==> src/rtl/mem_arb_pkg.sv <==
// mem_arb_pkg: shared types and constants for the memory arbiter slice.
// Holds the arbiter state encoding, block geometry and the default
// memory latency / block size used by mem_arbiter and mem_fill_seq.
package mem_arb_pkg;

  // Byte-offset width of a cache block (16-byte blocks).
  localparam int BLK_OFF_W   = 4;
  // Default number of 16-bit words per block.
  localparam int DEF_WORDS   = 8;
  // Default read latency of main memory in cycles.
  localparam int DEF_MEM_LAT = 4;

  // Mask that clears the in-block byte offset.
  localparam logic [15:0] BLK_MASK = 16'hFFFF << BLK_OFF_W;

  typedef enum logic [1:0] {
    IDLE   = 2'd0,
    WRITE  = 2'd1,
    FILL_I = 2'd2,
    FILL_D = 2'd3
  } arb_state_e;

  // Aligned base address of the block containing byte address a.
  function automatic logic [15:0] blk_base(input logic [15:0] a);
    return a & BLK_MASK;
  endfunction

endpackage

==> src/rtl/mem_fill_seq.sv <==
// mem_fill_seq: block-fill sequencer used by mem_arbiter.
// Latches the block base on start, issues WORDS sequential word reads,
// counts returning words and flags the last one. Returns seen before the
// first request of this fill can possibly have come back (fewer than
// MEM_LAT cycles into the fill) are treated as stale and dropped.
module mem_fill_seq
  import mem_arb_pkg::*;
#(
  parameter int WORDS   = DEF_WORDS,
  parameter int MEM_LAT = DEF_MEM_LAT
) (
  input  logic                     clk,
  input  logic                     rst,
  input  logic                     start,
  input  logic [15:0]              start_addr,
  input  logic                     active,
  input  logic                     mem_data_valid,
  output logic                     issue,
  output logic [15:0]              req_addr,
  output logic                     ret_valid,
  output logic [$clog2(WORDS)-1:0] ret_idx,
  output logic                     done
);

  localparam int IDX_W = $clog2(WORDS);
  localparam int CNT_W = IDX_W + 1;
  localparam logic [CNT_W-1:0] WORDS_C = CNT_W'(WORDS);
  localparam logic [CNT_W-1:0] LAT_C   = CNT_W'((MEM_LAT < WORDS) ? MEM_LAT : WORDS);
  localparam logic [IDX_W-1:0] LAST_C  = IDX_W'(WORDS - 1);

  logic [15:0]      base_r;
  logic [CNT_W-1:0] iss_cnt_r;
  logic [IDX_W-1:0] ret_cnt_r;
  logic [15:0]      word_off_s;

  // Byte offset of the word about to be issued (word index * 2).
  assign word_off_s = 16'({iss_cnt_r[IDX_W-1:0], 1'b0});

  assign issue     = active & (iss_cnt_r < WORDS_C);
  assign req_addr  = issue ? (base_r + word_off_s) : 16'h0000;
  assign ret_valid = active & mem_data_valid & (iss_cnt_r >= LAT_C);
  assign ret_idx   = ret_cnt_r;
  assign done      = ret_valid & (ret_cnt_r == LAST_C);

  // Block base latch plus issue/return counters; cleared on every new fill.
  always_ff @(posedge clk or posedge rst) begin
    if (rst) begin
      base_r    <= 16'h0000;
      iss_cnt_r <= '0;
      ret_cnt_r <= '0;
    end else if (start) begin
      base_r    <= blk_base(start_addr);
      iss_cnt_r <= '0;
      ret_cnt_r <= '0;
    end else begin
      if (issue) begin
        iss_cnt_r <= iss_cnt_r + CNT_W'(1);
      end
      if (ret_valid) begin
        ret_cnt_r <= ret_cnt_r + IDX_W'(1);
      end
    end
  end

endmodule

==> src/rtl/mem_arbiter.sv <==
// mem_arbiter: shares main memory between I-cache and D-cache.
// Serialises write-through stores and block fills, drives the memory
// request port, tags returning words for the granted cache and raises
// the IF/MEM stall requests.
// Optional build macro ARB_RR_EN: round-robin between the D side and the
// I side when both are pending in IDLE (default: fixed D-side priority).
module mem_arbiter
  import mem_arb_pkg::*;
#(
  parameter int MEM_LAT = DEF_MEM_LAT,
  parameter int WORDS   = DEF_WORDS
) (
  input  logic                     clk,
  input  logic                     rst,
  input  logic                     icache_miss,
  input  logic [15:0]              icache_addr,
  input  logic                     dcache_miss,
  input  logic [15:0]              dcache_addr,
  input  logic                     dcache_wr,
  input  logic [15:0]              dcache_wdata,
  input  logic                     mem_data_valid,
  input  logic [15:0]              mem_rdata,
  output logic                     mem_en,
  output logic                     mem_wr,
  output logic [15:0]              mem_addr,
  output logic [15:0]              mem_wdata,
  output logic                     fill_valid,
  output logic                     fill_sel,
  output logic [$clog2(WORDS)-1:0] fill_word,
  output logic                     fill_done_i,
  output logic                     fill_done_d,
  output logic                     wr_ack,
  output logic                     stall_if,
  output logic                     stall_mem
);

  localparam int IDX_W = $clog2(WORDS);

  arb_state_e       state_r;
  arb_state_e       next_state_s;
  logic             stall_arm_r;
  logic             want_d_s;
  logic             pick_d_s;
  logic             fill_start_s;
  logic [15:0]      fill_addr_s;
  logic             fill_active_s;
  logic             seq_issue_s;
  logic [15:0]      seq_addr_s;
  logic             seq_ret_s;
  logic [IDX_W-1:0] seq_idx_s;
  logic             seq_done_s;
  logic             unused_rdata_s;

  // Fill data goes straight from memory to the caches; only its timing
  // passes through here.
  assign unused_rdata_s = ^mem_rdata;

  assign want_d_s      = dcache_wr | dcache_miss;
  assign fill_active_s = (state_r == FILL_I) || (state_r == FILL_D);

`ifdef ARB_RR_EN
  logic last_d_r;

  // D side wins unless the I side is also waiting and D was served last.
  assign pick_d_s = want_d_s & ~(icache_miss & last_d_r);

  // Remember which side received the most recent grant.
  always_ff @(posedge clk or posedge rst) begin
    if (rst) begin
      last_d_r <= 1'b0;
    end else if ((state_r == IDLE) && (want_d_s || icache_miss)) begin
      last_d_r <= pick_d_s;
    end
  end
`else
  // Fixed priority: any D-side request beats the I side.
  assign pick_d_s = want_d_s;
`endif

  mem_fill_seq #(
    .WORDS   (WORDS),
    .MEM_LAT (MEM_LAT)
  ) u_fill_seq (
    .clk            (clk),
    .rst            (rst),
    .start          (fill_start_s),
    .start_addr     (fill_addr_s),
    .active         (fill_active_s),
    .mem_data_valid (mem_data_valid),
    .issue          (seq_issue_s),
    .req_addr       (seq_addr_s),
    .ret_valid      (seq_ret_s),
    .ret_idx        (seq_idx_s),
    .done           (seq_done_s)
  );

  // Arbiter state register.
  always_ff @(posedge clk or posedge rst) begin
    if (rst) begin
      state_r <= IDLE;
    end else begin
      state_r <= next_state_s;
    end
  end

  // Stalls stay low after reset until the miss lines have been sampled once.
  always_ff @(posedge clk or posedge rst) begin
    if (rst) begin
      stall_arm_r <= 1'b0;
    end else begin
      stall_arm_r <= 1'b1;
    end
  end

  // Grant selection, memory port drive, fill steering and stall generation.
  always_comb begin
    next_state_s = state_r;
    fill_start_s = 1'b0;
    fill_addr_s  = 16'h0000;
    mem_en       = 1'b0;
    mem_wr       = 1'b0;
    mem_addr     = 16'h0000;
    mem_wdata    = 16'h0000;
    fill_valid   = 1'b0;
    fill_sel     = 1'b0;
    fill_word    = '0;
    fill_done_i  = 1'b0;
    fill_done_d  = 1'b0;
    wr_ack       = 1'b0;

    case (state_r)
      IDLE: begin
        if (pick_d_s) begin
          if (dcache_wr) begin
            next_state_s = WRITE;
          end else begin
            next_state_s = FILL_D;
            fill_start_s = 1'b1;
            fill_addr_s  = dcache_addr;
          end
        end else if (icache_miss) begin
          next_state_s = FILL_I;
          fill_start_s = 1'b1;
          fill_addr_s  = icache_addr;
        end else begin
          next_state_s = IDLE;
        end
      end
      WRITE: begin
        mem_en       = 1'b1;
        mem_wr       = 1'b1;
        mem_addr     = dcache_addr;
        mem_wdata    = dcache_wdata;
        wr_ack       = 1'b1;
        next_state_s = IDLE;
      end
      FILL_I, FILL_D: begin
        mem_en     = seq_issue_s;
        mem_addr   = seq_addr_s;
        fill_valid = seq_ret_s;
        fill_sel   = seq_ret_s & (state_r == FILL_D);
        if (seq_ret_s) begin
          fill_word = seq_idx_s;
        end else begin
          fill_word = '0;
        end
        if (seq_done_s) begin
          fill_done_i  = (state_r == FILL_I);
          fill_done_d  = (state_r == FILL_D);
          next_state_s = IDLE;
        end else begin
          next_state_s = state_r;
        end
      end
      default: begin
        next_state_s = IDLE;
      end
    endcase

    stall_if  = stall_arm_r & icache_miss & ~fill_done_i;
    stall_mem = stall_arm_r & ((dcache_miss & ~fill_done_d) | (dcache_wr & ~wr_ack));
  end

endmodule

==> config.mk <==
export PLATFORM = sky130hd
export DESIGN_NAME = mem_arbiter
export DESIGN_NICKNAME = d
export VERILOG_FILES = /design/src/rtl/mem_arb_pkg.sv /design/src/rtl/mem_fill_seq.sv /design/src/rtl/mem_arbiter.sv
export SDC_FILE = /design/constraint.sdc
export NUM_CORES = 1
export LEC_CHECK = 0
export BUFFER_PORTS_ARGS = -buffer_cell sky130_fd_sc_hd__buf_2
export CAP_MARGIN = 20
export CORE_ASPECT_RATIO = 0.6
export CORE_MARGIN = 5
export CORE_UTILIZATION = 36
export CTS_CLUSTER_DIAMETER = 200
export CTS_CLUSTER_SIZE = 25
export DETAILED_ROUTE_END_ITERATION = 10
export GPL_TIMING_DRIVEN = 0
export PLACE_DENSITY = 0.82
export RECOVER_POWER = 100
export SLEW_MARGIN = 20
export SYNTH_ARGS = -nofsm -noshare
export SYNTH_HDL_FRONTEND = slang
export SYNTH_SLANG_ARGS = --single-unit
==> constraint.sdc <==
create_clock -name clk -period 1.55 [get_ports clk]
set_input_delay 0.31 -clock clk [delete_from_list [all_inputs] [get_ports clk]]
set_output_delay 0.31 -clock clk [all_outputs]
set_load 0.03 [all_outputs]
Word-level counts from Yosys, hierarchy flattened
Cells that the tools add are included.

Flip-flop bits (word level): 22. Output and inout bits: 44.

Mux-type cells: 30. Equal/unequal tests: 5. Reductions and logical operators: 5. Order comparisons: 2. Add/subtract/negate cells: 3. Bitwise logic cells: 15.

Operator list (number): 16-bit 2-to-1 mux (6); 16-bit one-hot mux with 2 select lines (1); 16-bit by 4-bit adder with 16-bit output (1); 3-bit 2-to-1 mux (4); 1-bit 2-to-1 mux (11); 1-bit AND (10); 2-bit 2-to-1 mux (4); 4-bit 2-to-1 mux (2); 2-bit one-hot mux with 3 select lines (1); 4-bit by 1-bit adder with 4-bit output, second input constant (1); 2-bit equality test, second input constant (2); 4-bit by 3-bit >= comparator with 1-bit output, second input constant (1); 4-bit less-than comparator, second input constant (1); 2-bit nonzero test (2); 3-bit by 1-bit adder with 3-bit output, second input constant (1); 3-bit equality test, second input constant (1); 1-bit inverter (3); 2-bit by 1-bit equality test with 1-bit output, second input constant (1); 2-bit zero test (1); 2-bit inequality test, second input constant (1); 1-bit OR (2); 1-bit one-hot mux with 2 select lines (1); 2-bit OR reduction (1); 1-bit logical OR (1).

Logic depth before layout (Yosys ltp)
Gate-level depths: netlist of run 1.

Depth in word-level cells: 11. Depth in mapped cells: 5. Gate-level depth less buffers: 5.

By module
A second synthesis of run 1 with hierarchy kept.

Cell total of the unflattened synthesis: 198. Area, all modules: 1765.4 µm².

Modules (own cells, without submodules): mem_fill_seq (area an instance 919.6 µm², cells an instance 75, times used 1); mem_arbiter (area an instance 845.8 µm², cells an instance 123, times used 1).

Worst setup path before layout of run 1
OpenSTA, ideal clock, no wires.

Path type: register to output. Start point: register state_r[1]. End point: output stall_mem. Stages on the path, launching flop included: 6. Data required time: 1240 ps. Data arrival time: 1602 ps. Slack: -362 ps. Cell sequence: dfrtp_1 > buf_6 > o211a_1 > buf_4 > and3_4 > o22ai_1.

Longest elaborated chain between the ends: 11. Elaborated cells on any way between the ends: 17. Those cells by class: eq/ne: 3; mux: 3; bitwise: 9; reduce/logical: 2.

Ends and longest elaborated chain: start, declared (RTL line mem_arbiter.sv:39) `arb_state_e state_r;`; start signal, assigned (RTL line mem_arbiter.sv:102) `state_r <= next_state_s;`; 2-bit equality test, on equally long branches (RTL line mem_arbiter.sv:59, mem_arbiter.sv:131, mem_arbiter.sv:169); 1-bit logical OR (RTL line mem_arbiter.sv:59) `assign fill_active_s = (state_r == FILL_I) || (state_r == FILL_D);`; 1-bit AND (2 in series) (RTL line mem_fill_seq.sv:41) `assign ret_valid = active & mem_data_valid & (iss_cnt_r >= LAT_C);`; 1-bit AND (RTL line mem_fill_seq.sv:43) `assign done = ret_valid & (ret_cnt_r == LAST_C);`; 1-bit 2-to-1 mux (RTL line mem_arbiter.sv:167) `if (seq_done_s) begin`; 1-bit 2-to-1 mux (*) (RTL line mem_arbiter.sv:131) `case (state_r)`; net fill_done_d (RTL line mem_arbiter.sv:31) `output logic fill_done_d,`; 1-bit inverter (*) (RTL line mem_arbiter.sv:181) `stall_mem = stall_arm_r & ((dcache_miss & ~fill_done_d) | (dcache_wr & ~wr_ack));`; 1-bit AND (*) (RTL line mem_arbiter.sv:181); 1-bit OR (*) (RTL line mem_arbiter.sv:181); 1-bit AND (*) (RTL line mem_arbiter.sv:181); end, declared (RTL line mem_arbiter.sv:34) `output logic stall_mem`.

The timed path passes the listed nets; every way through them passes the cells marked *.

Final worst setup path of run 1
Start point: register state_r[1]. End point: output mem_addr[13].

Longest elaborated chain between the ends: 5. Elaborated cells on any way between the ends: 8. Those cells by class: eq/ne: 3; mux: 2; bitwise: 1; reduce/logical: 2.

Ends and longest elaborated chain: 2-bit equality test (RTL line mem_arbiter.sv:59, mem_arbiter.sv:131); 1-bit logical OR (RTL line mem_arbiter.sv:59); 1-bit AND (RTL line mem_fill_seq.sv:39) `assign issue = active & (iss_cnt_r < WORDS_C);`; 16-bit 2-to-1 mux (RTL line mem_fill_seq.sv:40) `assign req_addr = issue ? (base_r + word_off_s) : 16'h0000;`; 16-bit one-hot mux with 2 select lines (*) (RTL line mem_arbiter.sv:131); end, declared (RTL line mem_arbiter.sv:25) `output logic [15:0] mem_addr,`.

Mark *: on every way between the ends. The rest lies on a longest branch, timed or not.

==> results of run 1 <==
## layout by cell type (no fill, tap or decap), drive strengths merged
cell     synthesis  layout
nor2b            2       2
o21ai            1       1
a41oi            1       1
xnor2            2       2
nand3b           2       2
conb             1       1
o211a            1       1
and3             1       1
or2              1       1
a21o             1       1
nand3            1       1
and2            21      21
nor4             1       1
xor2             1       1
dfrtp           22      22
nor2            11      11
ha               3       3
inv              1       1
clkbuf           0       6
a22o            20      20
o31ai            1       1
o2111ai          1       1
and2b            1       1
nand2            4       4
buf             13     128
o22ai            1       1
mux2            18      18
mux2i            3       3
## metal layers
| metal | vias to the layer above | share of wire (%) |
|---|---|---|
| li1 | 721 | - |
| met1 | 699 | 45 |
| met2 | 65 | 46 |
| met3 | 2 | 8.8 |
| met4 | 0 | 0.27 |
| met5 | - | 0 |
## through the flow
stage,worst slack [ns],power [uW],setup TNS (ns),util (%),hold WS (ns)
floorplan,-0.0408,3130,-0.350,-,0.299
global placement,-0.186,3700,-3.57,52.0,0.498
detailed placement,-0.191,3750,-4.17,52.0,0.499
CTS,-0.375,5370,-13.34,66.9,0.243
global route,-0.404,5960,-16.52,70.7,0.293
finish,-0.358,5650,-13.54,70.7,0.219
## sequential cells by signal, indices dropped and copies added, names as in the netlist
| name | count |
|---|---|
| stall_arm_r | 1 |
| state_r | 2 |
| u_fill_seq.base_r | 12 |
| u_fill_seq.iss_cnt_r | 4 |
| u_fill_seq.ret_idx | 3 |
## cell type report
cell class / instances / share of cell area, %
multi-input cells: 100 / 36.4
repair buffers: 118 / 34.9
inverters: 1 / 0.130
flip-flops and latches: 22 / 19.2
clock buffers: 4 / 1.91
plain buffers: 12 / 4.82
well taps: 60 / 2.60
## power by group
group	switching (uW)	internal [uW]	total (uW)
Sequential	278	860	1140
Clock	198	227	425
Combinational	1810	2280	4090
## critical path: stages (launching register included)
cell	delay (ns)
dfrtp_1	0.41
buf_6	0.13
and2b_1	0.15
buf_6	0.14
buf_8	0.13
a22o_4	0.24
buf_6	0.13
## logic make-up (layout without fill, tap and decap cells)
kind of cell,Yosys count,after routing
DFF,22,22
buffers and inverters,14,135
AOI/OAI and AO/OA,27,27
xor gates and xnor gates,3,3
other,1,1
muxes,21,21
and+or+nand+nor,45,45
adders and majority gates,3,3
## worst paths after layout
| path | startpoint | endpoint | cells after the start |
|---|---|---|---|
| max reg2reg | state_r[1] | u_fill_seq.base_r[5] | 5 |
| max | state_r[1] | mem_addr[13] | 6 |
| min reg2reg | u_fill_seq.base_r[11] | u_fill_seq.base_r[11] | 1 |
| min | rst | u_fill_seq.ret_idx[1] | 2 |
| max in group asynchronous | rst | u_fill_seq.iss_cnt_r[3] | 2 |
| min in group clk | icache_addr[7] | u_fill_seq.base_r[7] | 3 |
## timing repair
action	4_1_cts	5_1_grt
cloned	3	1
endpoints found under the setup margin	43	56
gates resized for setup	131	21
setup buffers	14	8
pin swaps	12	6
hold endpoints to repair	0	0
==> impl_metrics.env, run 1 <==
export IMPL_holdBufCountCts=0
export IMPL_post_synth_cell_area_avg_sq_um=11.0
export IMPL_drtPass1Iterations=3
export IMPL_worstMarginPinSlew_ns=0.878
export IMPL_number_of_antenna_violations_at_the_first_check_in_global_routing=0
export IMPL_ws_path_type="register to output pin"
export IMPL_leakagePower_uw=0.00143
export IMPL_worst_ep_required_time_ns=1.24
export IMPL_syn_to_final_growth_pct=91.9
export IMPL_timing_final_crit_share_pct=123
export IMPL_yosys_warnings=0
export IMPL_drc_violation_total_after_the_first_tritonroute_iteration=55
export IMPL_synth_most_common_cell="dfrtp_1"
export IMPL_synth_simple_gate_area_share_pct=17.8
export IMPL_timing_final_setup_violations=61
export IMPL_final_layout_size_suffix_gt1_share_pct=76.7
export IMPL_synth_area_mux_share_pct=18.0
export IMPL_combined_area_of_all_synthesized_cells_sq_um=1500
export IMPL_cellPowerDensity_nw_per_um2=1960
export IMPL_grt_max_degree=23
export IMPL_hold_viol=0
export IMPL_cp_arrival_ns=1.60
export IMPL_setup_worst_path_start_class="register"
export IMPL_setup_worst_path_end_class="output pin"
export IMPL_rows=18
export IMPL_final_cell_area_sq_um=2880
export IMPL_overflow=0
export IMPL_post_synth_top_area_cell="dfrtp_1"
export IMPL_primary_ff_master_synth="dfrtp_1"
export IMPL_synthesized_netlist_net_count=209
export IMPL_worstSkewPairLatency_ns=0.26
export IMPL_place_gp_congestion=0.711
export IMPL_portBuffers=92
export IMPL_multi_input_comb_area_sq_um=1050
export IMPL_die_area_sq_um=5610
export IMPL_die_width_um=93.4
export IMPL_worst_ir_drop_vdd_v=0.00133
export IMPL_post_synth_num_cell_types=32
export IMPL_floorplan_initialDensity_pct=36.9
export IMPL_postSynthRegisterBits=22
export IMPL_setup_reg_to_reg_worst_slack_ns=-0.19
export IMPL_placeableCoreArea_sq_um=4080
export IMPL_drv_cap=0
export IMPL_maxSlewViolCount=0
export IMPL_htree_num_levels=1
export IMPL_global_route_peak_usage_layer="met2"
export IMPL_track_usage_pct=17.6
export IMPL_hold_path_class="input pin to asynchronous set/reset pin"
export IMPL_ios=114
export IMPL_postPlaceCellArea_sq_um=2120
export IMPL_maxSlewHeadroom_pct=41.4
export IMPL_syn_inst=136
export IMPL_cts_tree="built"
export IMPL_violations="setup timing"
export IMPL_clk_path_buf_depth=2
export IMPL_register_area_sq_um=553
export IMPL_tritoncts_num_buffers=3
export IMPL_post_route_drc_count=0
export IMPL_grt_pass1_wl_mm=7.69
export IMPL_xor_and_xnor_area_share_after_synthesis_pct=1.75
export IMPL_achievable_frequency_ghz=0.524
export IMPL_dr_total_vias=1487
export IMPL_critical_path_max_fanout=5
export IMPL_dieHeight_um=60.0
export IMPL_clock_skew_ns=0.00442
export IMPL_clock_root_buffer="clkbuf_8"
export IMPL_synth_top_cells_by_area="dfrtp_1 37%, a22o_1 12%, mux2_4 10%"
export IMPL_post_synth_fa_ha_maj_area_fraction_pct=2.50
export IMPL_rsz0062_at_grt="true"
export IMPL_synth_async_reset_ratio_pct=100
export IMPL_post_synth_most_frequent_cells="22 x dfrtp_1, 20 x a22o_1, 20 x and2_1"
export IMPL_final_period_minus_worst_setup_slack_ns=1.91
export IMPL_dp_hpwl_mm=3.26
export IMPL_outcome="finished, violations left"
export IMPL_route_detailed_wl_per_inst_um=16.3
export IMPL_synth_compound_area_share_pct=15.2
export IMPL_routed_wl_mm=5.17
export IMPL_place_detailed_instances=288
export IMPL_gr_usage_met1_pct=22.3
export IMPL_globalRouteMet2Util_pct=30.5
export IMPL_via_per_inst=4.69
export IMPL_inserted_diodes=0
export IMPL_synth_sequential_area_ratio_pct=36.6
export IMPL_clock_sinks=22
export IMPL_synthDominantCellAreaShare_pct=36.6
export IMPL_synth_edf_count=0
export IMPL_route_antenna_remaining_nets=0
export IMPL_grt_pass1_vias=1498
export IMPL_layout_cells_non_filler=317
export IMPL_cts_clk_slew_worst_paths_ns=0.09
export IMPL_filler_cell_count_in_the_final_layout=287
export IMPL_final_net_count=331
export IMPL_layout_setup_ws_ns=-0.358
export IMPL_grt_util_met3_pct=5.79
export IMPL_main_combinational_cell_family_by_area_after_synthesis="multiplexers"
Power figures use the tool's default switching activity.
==> run 2, diff against run 1 <==
Settings changed: BUFFER_PORTS_ARGS -buffer_cell sky130_fd_sc_hd__buf_2 to -buffer_cell sky130_fd_sc_hd__buf_4, HOLD_SLACK_MARGIN from default to 0.1.
==> run 2 against run 1 <==
  * The flow still finishes with violations (setup timing)
  * Sequential power about the same
  * Largest power group unchanged
  * Power rose by 2.3%
  * Worst hold slack gained 0.00095 ns
  * Die area unchanged
  * Clock skew rose by 0.0011 ns
  * Sequential cell count is the same
==> impl_metrics.env, run 2 (synthesis results as in run 1) <==
export IMPL_outcome="finished, violations left"
export IMPL_violations="setup timing"
export IMPL_grt_pass1_vias=1579
export IMPL_rows=18
export IMPL_via_per_inst=4.92
export IMPL_most_frequent_cells_in_the_layout="63 x buf_4, 61 x buf_6, 20 x dfrtp_1"
export IMPL_cp_num_cells=5
export IMPL_critical_path_max_fanout=3
export IMPL_final_period_minus_worst_setup_slack_ns=1.93
export IMPL_die_area_sq_um=5610
export IMPL_die_width_um=93.4
export IMPL_leakagePower_uw=0.00150
export IMPL_filler_cell_count_in_the_final_layout=279
export IMPL_portBuffers=92
export IMPL_drv_cap=0
export IMPL_drtPass1Iterations=4
export IMPL_cellPowerDensity_nw_per_um2=1890
export IMPL_r2r_worst_path_cells=5
export IMPL_holdBufCountCts=0
export IMPL_grt_pass1_wl_mm=7.77
export IMPL_inserted_diodes=0
export IMPL_maxSlewViolCount=0
export IMPL_route_detailed_wl_per_inst_um=17.0
export IMPL_place_gp_congestion=0.700
export IMPL_layout_cells_non_filler=323
export IMPL_cp_arrival_ns=1.62
export IMPL_number_of_buffer_and_inverter_instances_along_the_worst_setup_path=1
export IMPL_tritoncts_num_buffers=3
export IMPL_timing_final_crit_share_pct=124
export IMPL_clk_path_buf_depth=2
export IMPL_largest_reg_flops=12
export IMPL_worst_ep_required_time_ns=1.24
export IMPL_timing_critical_path_max_delay_family="adder cells"
export IMPL_placeableCoreArea_sq_um=4080
export IMPL_dr_total_vias=1589
export IMPL_crit_path_largest_cell_delay_ns=0.41
export IMPL_final_net_count=337
export IMPL_place_detailed_instances=288
export IMPL_worst_ir_drop_vdd_v=0.00137
export IMPL_worstSkewPairLatency_ns=0.27
export IMPL_syn_to_final_growth_pct=103
export IMPL_post_route_drc_count=0
export IMPL_ios=114
export IMPL_number_of_antenna_violations_at_the_first_check_in_global_routing=0
export IMPL_drc_violation_total_after_the_first_tritonroute_iteration=52
export IMPL_htree_num_levels=1
export IMPL_setup_worst_path_end_class="output pin"
export IMPL_dp_hpwl_mm=3.51
export IMPL_hold_path_class="input pin to asynchronous set/reset pin"
export IMPL_route_antenna_remaining_nets=0
export IMPL_dieHeight_um=60.0
export IMPL_grt_max_degree=23
export IMPL_setup_worst_path_start_class="register"
export IMPL_clock_sinks=22
export IMPL_clock_root_buffer="clkbuf_8"
export IMPL_fin_setup_tns_ns=-13.67
export IMPL_timing_final_setup_violations=58
export IMPL_maxSlewHeadroom_pct=41.6
export IMPL_cts_tree="built"
export IMPL_routed_wl_mm=5.50
export IMPL_cts_clk_slew_worst_paths_ns=0.08
export IMPL_rsz0062_at_grt="true"
export IMPL_overflow=0
export IMPL_final_layout_size_suffix_gt1_share_pct=76.8
export IMPL_ws_path_type="register to output pin"
export IMPL_clock_skew_ns=0.00556
export IMPL_layout_setup_ws_ns=-0.376
export IMPL_critical_path_slowest_cell="dfrtp_1"
export IMPL_layout_cells_most_common="buf_4"
export IMPL_registers_top_by_ff_count="u_fill_seq.base_r"
export IMPL_track_usage_pct=17.7
export IMPL_achievable_frequency_ghz=0.519
export IMPL_hold_viol=0
export IMPL_worstMarginPinSlew_ns=0.875
export IMPL_preCtsSetupSlack_ns=-0.200
export IMPL_floorplan_initialDensity_pct=36.9
export IMPL_path_cells="ha_1 -> ha_4 -> and3_4 -> o22ai_4 -> buf_6"
[run 2: layout make-up]
| class | count | area, sq um | area share (%) |
|---|---|---|---|
| Timing Repair Buffer | 124 | 1190 | 38.9 |
| Multi-Input combinational cell | 100 | 1040 | 34.2 |
| Sequential cell | 22 | 553 | 18.1 |
| Buffer | 12 | 135 | 4.43 |
| Tap cell | 60 | 75.1 | 2.46 |
| Clock buffer | 4 | 55.1 | 1.80 |
| Inverter | 1 | 3.75 | 0.123 |
[run 2: metal layers]
layer  GRT usage (%)  vias to the layer above  share of wire, %
met5               0                        -                 0
met4            2.71                        0              0.85
met3            5.91                        6                11
met2            29.2                       79                46
met1            23.3                      768                42
li1                -                      736                 -
[run 2: worst paths after layout]
| kind | from | endpoint | slack [ns] |
|---|---|---|---|
| worst min-delay path | rst | u_fill_seq.iss_cnt_r[1] | 0.22 |
| max in group asynchronous | rst | state_r[0] | 0.73 |
| min in group clk | icache_addr[9] | u_fill_seq.base_r[9] | 0.39 |
| worst max-delay path | u_fill_seq.ret_idx[1] | stall_mem | -0.38 |
| worst min register to register | u_fill_seq.base_r[11] | u_fill_seq.base_r[11] | 0.54 |
| worst max register to register | state_r[0] | u_fill_seq.base_r[5] | -0.14 |
[run 2: repair_timing]
action | 4_1_cts | 5_1_grt
resized for setup | 76 | 25
setup buffers | 13 | 14
gates cloned | 3 | 3
setup endpoints to repair | 43 | 56
pin swaps | 13 | 10
[run 2: stage by stage]
step	cell area (sq um)	power, uW	util [%]	hold slack (ns)
2_1_floorplan	1580	3130	-	0.299
3_3_place_gp	2350	3970	57.6	0.499
3_5_place_dp	2350	4030	57.6	0.494
4_1_cts	2820	5360	69.2	0.247
5_1_grt	3050	6060	74.9	0.307
6_report	3050	5780	74.9	0.220
[run 2: report_power, final]
part	switching, uW	internal, uW	total [uW]	leakage, uW
combinational	1870	2340	4210	0.00121
sequential	278	860	1140	0.000264
clock	197	227	424	0.0000288
